### config.mk
export PLATFORM = sky130hd
export DESIGN_NAME = alu_ctrl_seq_flat
export DESIGN_NICKNAME = d
export VERILOG_FILES = /design/src/rtl/alu_ctrl_seq_if.sv /design/src/rtl/alu_ctrl_seq.sv /design/src/flat_wrapper.sv
export SDC_FILE = /design/constraint.sdc
export NUM_CORES = 1
export LEC_CHECK = 0
export ABC_AREA = 0
export ABC_CLOCK_PERIOD_IN_PS = 1750
export BUFFER_PORTS_ARGS = -buffer_cell sky130_fd_sc_hd__buf_2
export CORE_MARGIN = 2
export CORE_UTILIZATION = 47
export CTS_BUF_LIST = sky130_fd_sc_hd__clkbuf_16
export CTS_CLUSTER_SIZE = 20
export DETAILED_ROUTE_END_ITERATION = 8
export PLACE_DENSITY = 0.75
export SYNTH_ARGS = -nofsm -noshare
export SYNTH_HDL_FRONTEND = slang
export SYNTH_SLANG_ARGS = --single-unit
### constraint.sdc
create_clock -name clk -period 1.75 [get_ports clk]
set_clock_uncertainty 0.1 [all_clocks]
set_input_delay 0.175 -clock clk [delete_from_list [all_inputs] [get_ports clk]]
set_output_delay 0.175 -clock clk [all_outputs]
set_load 0.01 [all_outputs]
### src/rtl/alu_ctrl_seq_if.sv
// Decode-to-EX handshake bundle for alu_ctrl_seq: decode fields in, operation code and status out.
interface alu_ctrl_seq_if #(parameter int OP_W = 5);
  logic            in_valid;
  logic            in_ready;
  logic [1:0]      ALUOp;
  logic            IsRType;
  logic [6:0]      Funct7;
  logic [2:0]      Funct3;
  logic            flush;
  logic            out_valid;
  logic            out_ready;
  logic [OP_W-1:0] Operation;
  logic            multi_cycle;
  logic            busy;
  logic            illegal;

  modport master (
    output in_valid, ALUOp, IsRType, Funct7, Funct3, flush, out_ready,
    input  in_ready, out_valid, Operation, multi_cycle, busy, illegal
  );

  modport slave (
    input  in_valid, ALUOp, IsRType, Funct7, Funct3, flush, out_ready,
    output in_ready, out_valid, Operation, multi_cycle, busy, illegal
  );
endinterface

### src/rtl/alu_ctrl_seq.sv
// Registered ALU-op decoder with RV32M multi-cycle sequencing and valid/ready on both sides.
// Optional performance counters are built when ALU_CTRL_PERF_EN is defined.
module alu_ctrl_seq #(
  parameter int OP_W    = 5,
  parameter int MUL_LAT = 2,
  parameter int DIV_LAT = 32
) (
  input  logic          clk,
  input  logic          rst_n,
  alu_ctrl_seq_if.slave bus
`ifdef ALU_CTRL_PERF_EN
  ,
  output logic [31:0]   perf_ops,
  output logic [31:0]   perf_stall
`endif
);
  localparam int LAT_MAX = (MUL_LAT > DIV_LAT) ? MUL_LAT : DIV_LAT;
  localparam int CNT_W   = $clog2(LAT_MAX);
  localparam logic [CNT_W-1:0] MUL_LD = CNT_W'(MUL_LAT - 2);
  localparam logic [CNT_W-1:0] DIV_LD = CNT_W'(DIV_LAT - 2);

  localparam logic [6:0] F7_BASE = 7'b0000000;
  localparam logic [6:0] F7_ALT  = 7'b0100000;
  localparam logic [6:0] F7_MEXT = 7'b0000001;

  typedef enum logic [1:0] {IDLE, EXEC, VALID} state_t;

  state_t          state;
  logic [CNT_W-1:0] cnt;
  logic            out_valid_q, busy_q, mc_q, ill_q;
  logic [OP_W-1:0] op_q;

  logic [4:0]      dec_op;
  logic            dec_mc, dec_ill;
  logic [OP_W-1:0] op_full;
  logic            accept;

  always_comb begin
    dec_op  = 5'b00010;
    dec_mc  = 1'b0;
    dec_ill = 1'b0;
    case (bus.ALUOp)
      2'b01: begin
        if (bus.Funct3 == 3'b010 || bus.Funct3 == 3'b011) dec_ill = 1'b1;
        else dec_op = {2'b01, bus.Funct3};
      end
      2'b10: begin
        if (bus.IsRType && bus.Funct7 == F7_MEXT) begin
          dec_op = {2'b10, bus.Funct3};
          dec_mc = 1'b1;
        end else if (bus.IsRType && bus.Funct7 != F7_BASE && bus.Funct7 != F7_ALT) begin
          dec_ill = 1'b1;
        end else if (bus.IsRType && bus.Funct7 == F7_ALT &&
                     bus.Funct3 != 3'b000 && bus.Funct3 != 3'b101) begin
          dec_ill = 1'b1;
        end else begin
          case (bus.Funct3)
            3'b000: dec_op = (bus.IsRType && bus.Funct7 == F7_ALT) ? 5'b00110 : 5'b00010;
            3'b001: dec_op = 5'b00100;
            3'b010: dec_op = 5'b11000;
            3'b011: dec_op = 5'b11001;
            3'b100: dec_op = 5'b00011;
            // Shift-right type comes from funct7 even for immediates (SRLI/SRAI)
            3'b101: begin
              if (bus.Funct7 == F7_BASE)     dec_op  = 5'b00101;
              else if (bus.Funct7 == F7_ALT) dec_op  = 5'b00111;
              else                           dec_ill = 1'b1;
            end
            3'b110: dec_op = 5'b00001;
            default: dec_op = 5'b00000;
          endcase
        end
      end
      default: dec_op = 5'b00010;
    endcase
    if (dec_ill) dec_op = 5'b00000;
  end

  always_comb begin
    op_full      = '0;
    op_full[4:0] = dec_op;
  end

  assign bus.in_ready = !bus.flush &&
                        (state == IDLE || (state == VALID && bus.out_ready));
  assign accept       = bus.in_valid && bus.in_ready;

  always_ff @(posedge clk or negedge rst_n) begin
    if (!rst_n) begin
      state       <= IDLE;
      cnt         <= '0;
      out_valid_q <= 1'b0;
      busy_q      <= 1'b0;
      mc_q        <= 1'b0;
      ill_q       <= 1'b0;
      op_q        <= '0;
    end else if (bus.flush) begin
      state       <= IDLE;
      cnt         <= '0;
      out_valid_q <= 1'b0;
      busy_q      <= 1'b0;
      mc_q        <= 1'b0;
      ill_q       <= 1'b0;
      op_q        <= '0;
    end else if (accept) begin
      // Covers both IDLE and back-to-back VALID handoff
      op_q  <= op_full;
      mc_q  <= dec_mc;
      ill_q <= dec_ill;
      if (dec_mc) begin
        state       <= EXEC;
        cnt         <= bus.Funct3[2] ? DIV_LD : MUL_LD;
        busy_q      <= 1'b1;
        out_valid_q <= 1'b0;
      end else begin
        state       <= VALID;
        busy_q      <= 1'b0;
        out_valid_q <= 1'b1;
      end
    end else begin
      case (state)
        EXEC: begin
          if (cnt == '0) begin
            state       <= VALID;
            busy_q      <= 1'b0;
            out_valid_q <= 1'b1;
          end else begin
            cnt <= cnt - 1'b1;
          end
        end
        VALID: begin
          if (bus.out_ready) begin
            state       <= IDLE;
            out_valid_q <= 1'b0;
          end
        end
        default: ;
      endcase
    end
  end

  assign bus.out_valid   = out_valid_q;
  assign bus.busy        = busy_q;
  assign bus.multi_cycle = mc_q;
  assign bus.illegal     = ill_q;
  assign bus.Operation   = op_q;

`ifdef ALU_CTRL_PERF_EN
  // Free-running statistics; only rst_n clears them
  always_ff @(posedge clk or negedge rst_n) begin
    if (!rst_n) begin
      perf_ops   <= '0;
      perf_stall <= '0;
    end else begin
      if (out_valid_q && bus.out_ready) perf_ops <= perf_ops + 32'd1;
      if (busy_q) perf_stall <= perf_stall + 32'd1;
    end
  end
`endif
endmodule

### src/flat_wrapper.sv
// flat-port wrapper written by rule: the top's interface ports become plain ports
module alu_ctrl_seq_flat 
#(
  parameter int OP_W    = 5,
  parameter int MUL_LAT = 2,
  parameter int DIV_LAT = 32
)
  (clk, rst_n, bus_in_valid, bus_ALUOp, bus_IsRType, bus_Funct7, bus_Funct3, bus_flush, bus_out_ready, bus_in_ready, bus_out_valid, bus_Operation, bus_multi_cycle, bus_busy, bus_illegal);
  alu_ctrl_seq_if #(.OP_W(OP_W)) bus_i ();
  input  logic clk;
  input  logic rst_n;
  input wire logic [$bits(bus_i.in_valid)-1:0] bus_in_valid;
  input wire logic [$bits(bus_i.ALUOp)-1:0] bus_ALUOp;
  input wire logic [$bits(bus_i.IsRType)-1:0] bus_IsRType;
  input wire logic [$bits(bus_i.Funct7)-1:0] bus_Funct7;
  input wire logic [$bits(bus_i.Funct3)-1:0] bus_Funct3;
  input wire logic [$bits(bus_i.flush)-1:0] bus_flush;
  input wire logic [$bits(bus_i.out_ready)-1:0] bus_out_ready;
  output wire logic [$bits(bus_i.in_ready)-1:0] bus_in_ready;
  output wire logic [$bits(bus_i.out_valid)-1:0] bus_out_valid;
  output wire logic [$bits(bus_i.Operation)-1:0] bus_Operation;
  output wire logic [$bits(bus_i.multi_cycle)-1:0] bus_multi_cycle;
  output wire logic [$bits(bus_i.busy)-1:0] bus_busy;
  output wire logic [$bits(bus_i.illegal)-1:0] bus_illegal;
  assign bus_i.in_valid = bus_in_valid;
  assign bus_i.ALUOp = bus_ALUOp;
  assign bus_i.IsRType = bus_IsRType;
  assign bus_i.Funct7 = bus_Funct7;
  assign bus_i.Funct3 = bus_Funct3;
  assign bus_i.flush = bus_flush;
  assign bus_i.out_ready = bus_out_ready;
  assign bus_in_ready = bus_i.in_ready;
  assign bus_out_valid = bus_i.out_valid;
  assign bus_Operation = bus_i.Operation;
  assign bus_multi_cycle = bus_i.multi_cycle;
  assign bus_busy = bus_i.busy;
  assign bus_illegal = bus_i.illegal;
  alu_ctrl_seq #(.OP_W(OP_W), .MUL_LAT(MUL_LAT), .DIV_LAT(DIV_LAT)) u_core (.clk(clk), .rst_n(rst_n), .bus(bus_i));
endmodule
==> flow_summary.ini <==
[place]
dp_hpwl_mm = 2.159
portBuffers = 27
pre_cts_ws_ns = -0.1971
gp_congestion = 0.8685
dp_cells = 198
place_area_mm2 = 0.001344

[synthesis]
netlist.top_cell.by_area = dfrtp_1
yosysWarningCount = 0
avgSynthCellArea_um2 = 8.133
synth_area_mm2 = 0.001106
ys_types = 40
syn_inst = 136
synth_top_cell_area_share_pct = 33.94
synth-edff-count = 0
synth-seq-cells = 15
synth_nets = 158
synth_area_leaders = dfrtp_1, o21ai_0, nand2_1, ha_1, nor2b_1
synth_top_flop_cell = dfrtp_1
ys_seq_area_share_pct = 33.94
synth-async-reset-ratio_pct = 100.0

[clock_network]
clkSinkCount = 15
cts_buffers = 3
clock_path_buffers = 2
cts_root_buf = clkbuf_16
clk_pin_slew_ns = 0.04
tritoncts = yes
insertion_delay_ns = 0.24
cts.htree.levels = 1

[sta]
finalMaxSlewViolations = 0
period_minus_slack_ns = 1.950
period_share_pct = 111.4
finalSetupViolCount = 7
rsz0062_at_grt = yes
finalWorstSetupSlack_ns = -0.2003
maxSlewHeadroom_pct = 69.59
tightest_slew_ns = 0.4446
hold_viol = 0
clock.fmax_mhz = 512.7

[setup_path]
arrival_ns = 2.02
timing.rr.start = u_core.cnt[1]
critPathLaunchType = flip-flop
cp.required_ns = 1.82
reg2reg_slack_ns = -0.20
crit_path_end_kind = flip-flop
crit_end = u_core.cnt[1]
critPathMaxStageDelay_ns = 0.47
crit_chain = inv_2 > ha_4 > or4b_4 > a221oi_4 > buf_4 > a21oi_2 > a21oi_1
crit_type = reg2reg
rr_worst_depth = 7
cp_max_fo = 6
startpoint = u_core.cnt[1]
r2r_end = u_core.cnt[1]
critPathSlowestCell = or4b_4

[grt]
antenna_found_initial = 0
grt_usage_pct = 23.23
grt_pass1_wl_mm = 4.767
grt_max_degree = 16
grt-ovfl-total = 0
grt_pass1_vias = 1097

[floorplanning]
io_pins = 28
fp-row-count = 17
die_area_mm2 = 0.002757
fp.dieH_um = 52.51
die_w_um = 52.51
start_util_pct = 50.00
core_mm2 = 0.002212

[power]
power_mw = 1.113
vdd_drop_max_mv = 0.5191
power_switching_mw = 0.2996
power.density_mw_per_mm2 = 740.3
p_seq_share_pct = 35.0
internal_power_mw = 0.8138
leakage_nw = 0.7231
pwr-share-clk_pct = 38.3
swShare_pct = 26.91
pwr-share-comb_pct = 26.6

[finish]
syn_to_final_growth_pct = 35.97
stdcell_count = 207
nNetsFinal = 202
design_area_mm2 = 0.001504
drive_gt1_share_pct = 33.52
final_cell_mix = buf_2, buf_4, dfrtp_1, o21ai_0, nand2_1
antenna_cells = 0
layout_commonest_cell = buf_2
n_fill_cell = 181

[route]
routed_wl_mm = 2.905
first_iter_violations = 33
drc = 0
vias_per_cell = 5.816
drtAntennaViolNets = 0
wl_per_cell_um = 14.03
drtPass1Iterations = 4
num_vias = 1204

[status]
violations = setup timing
status = finished, violations left

[flow_run]
max-cap-violations = 0

[min_path]
hold_path_class = in2reg
-- synth_stat cells, types with 2 or more instances --
| library cell | instances |
|---|---|
| a2111oi_0 | 3 |
| a21o_1 | 2 |
| a21oi_1 | 7 |
| a31oi_1 | 3 |
| and2_1 | 2 |
| buf_2 | 3 |
| clkbuf_1 | 2 |
| dfrtp_1 | 15 |
| ha_1 | 4 |
| inv_1 | 8 |
| nand2_1 | 14 |
| nand2b_1 | 3 |
| nand3_1 | 4 |
| nor2_1 | 8 |
| nor2b_1 | 6 |
| nor3_1 | 6 |
| nor4_1 | 2 |
| o211ai_1 | 2 |
| o21a_1 | 3 |
| o21ai_0 | 15 |
| o21ai_1 | 3 |
| o31a_1 | 2 |
| or2_2 | 2 |
-- how the worst min path moves through the flow --
stage | startpoint | endpoint | slack, ns | depth (start not counted)
after global placement | rst_n | u_core.bus.multi_cycle | -0.009 | 1
after CTS | bus_flush | u_core.state[1] | 0.17 | 2
final | bus_flush | u_core.state[1] | 0.18 | 2
after floorplan | rst_n | u_core.bus.Operation[0] | -0.22 | 0
after detailed placement | rst_n | u_core.bus.multi_cycle | -0.003 | 1
after global routing | bus_flush | u_core.state[1] | 0.19 | 2
-- final cells by class --
class | instances | area, µm² | area share [%]
clock buffers | 3 | 75.07 | 4.992
flip-flops and latches | 15 | 375.4 | 24.96
repair buffers | 45 | 276.5 | 18.39
multi-input cells | 107 | 708.2 | 47.09
clock inverters | 1 | 3.754 | 0.2496
inverters | 8 | 30.03 | 1.997
well taps | 28 | 35.03 | 2.329
-- worst max-delay path, delay by kind of cell (launching register included) --
kind / cells / cell delay [ns]
and+or+nand+nor: 1 / 0.47
DFF: 1 / 0.39
adders and majority gates: 1 / 0.13
buffers and inverters: 2 / 0.27
AOI/OAI and AO/OA: 3 / 0.51
-- sequential cells by signal, indices dropped and copies added (netlist names) --
signal / cells
u_core.bus.Operation: 5
u_core.bus.busy: 1
u_core.bus.illegal: 1
u_core.bus.multi_cycle: 1
u_core.cnt: 5
u_core.state: 2
-- power groups by stage --
stage / combinational (mW) / sequential [mW] / clock [mW]
2_1_floorplan: 0.145 / 0.394 / 0
3_3_place_gp: 0.247 / 0.390 / 0
3_5_place_dp: 0.253 / 0.391 / 0
4_1_cts: 0.269 / 0.387 / 0.432
5_1_grt: 0.325 / 0.390 / 0.456
6_report: 0.296 / 0.390 / 0.427
-- routing by layer --
metal | track usage [%] | vias up | share of wire, %
met2 | 37.08 | 50 | 46
met1 | 32.50 | 559 | 48
li1 | - | 593 | -
met3 | 3.429 | 2 | 5.6
met5 | 0 | - | 0
met4 | 6.410 | 0 | 0.38
-- timing repair --
item                                   in CTS  in global routing
hold buffers                                1                  0
setup buffers                               3                  1
setup endpoints to repair                   7                  7
pin swaps                                   3                  8
resized for setup                           3                 10
endpoints found under the hold margin      15                  0
-- metrics by stage --
stage          TNS [ns]  utilization, %  hold slack [ns]
2_1_floorplan   -0.4230               -          -0.2206
3_3_place_gp    -0.6954           60.75        -0.009424
3_5_place_dp    -0.9668           60.75        -0.003113
4_1_cts          -1.001           65.95           0.1700
5_1_grt          -1.553           67.99           0.1943
6_report         -1.064           67.99           0.1829
-- cells by family after synthesis --
family | share of synthesized area [%]
AO/OA/AOI/OAI | 28.51
buffers and inverters | 5.430
AND/OR/NAND/NOR | 26.70
flip-flops | 33.94
multiplexers | 0.9050
adder cells (fa/ha/maj) | 4.525
Note: power is estimated with default switching activity, not from simulation.
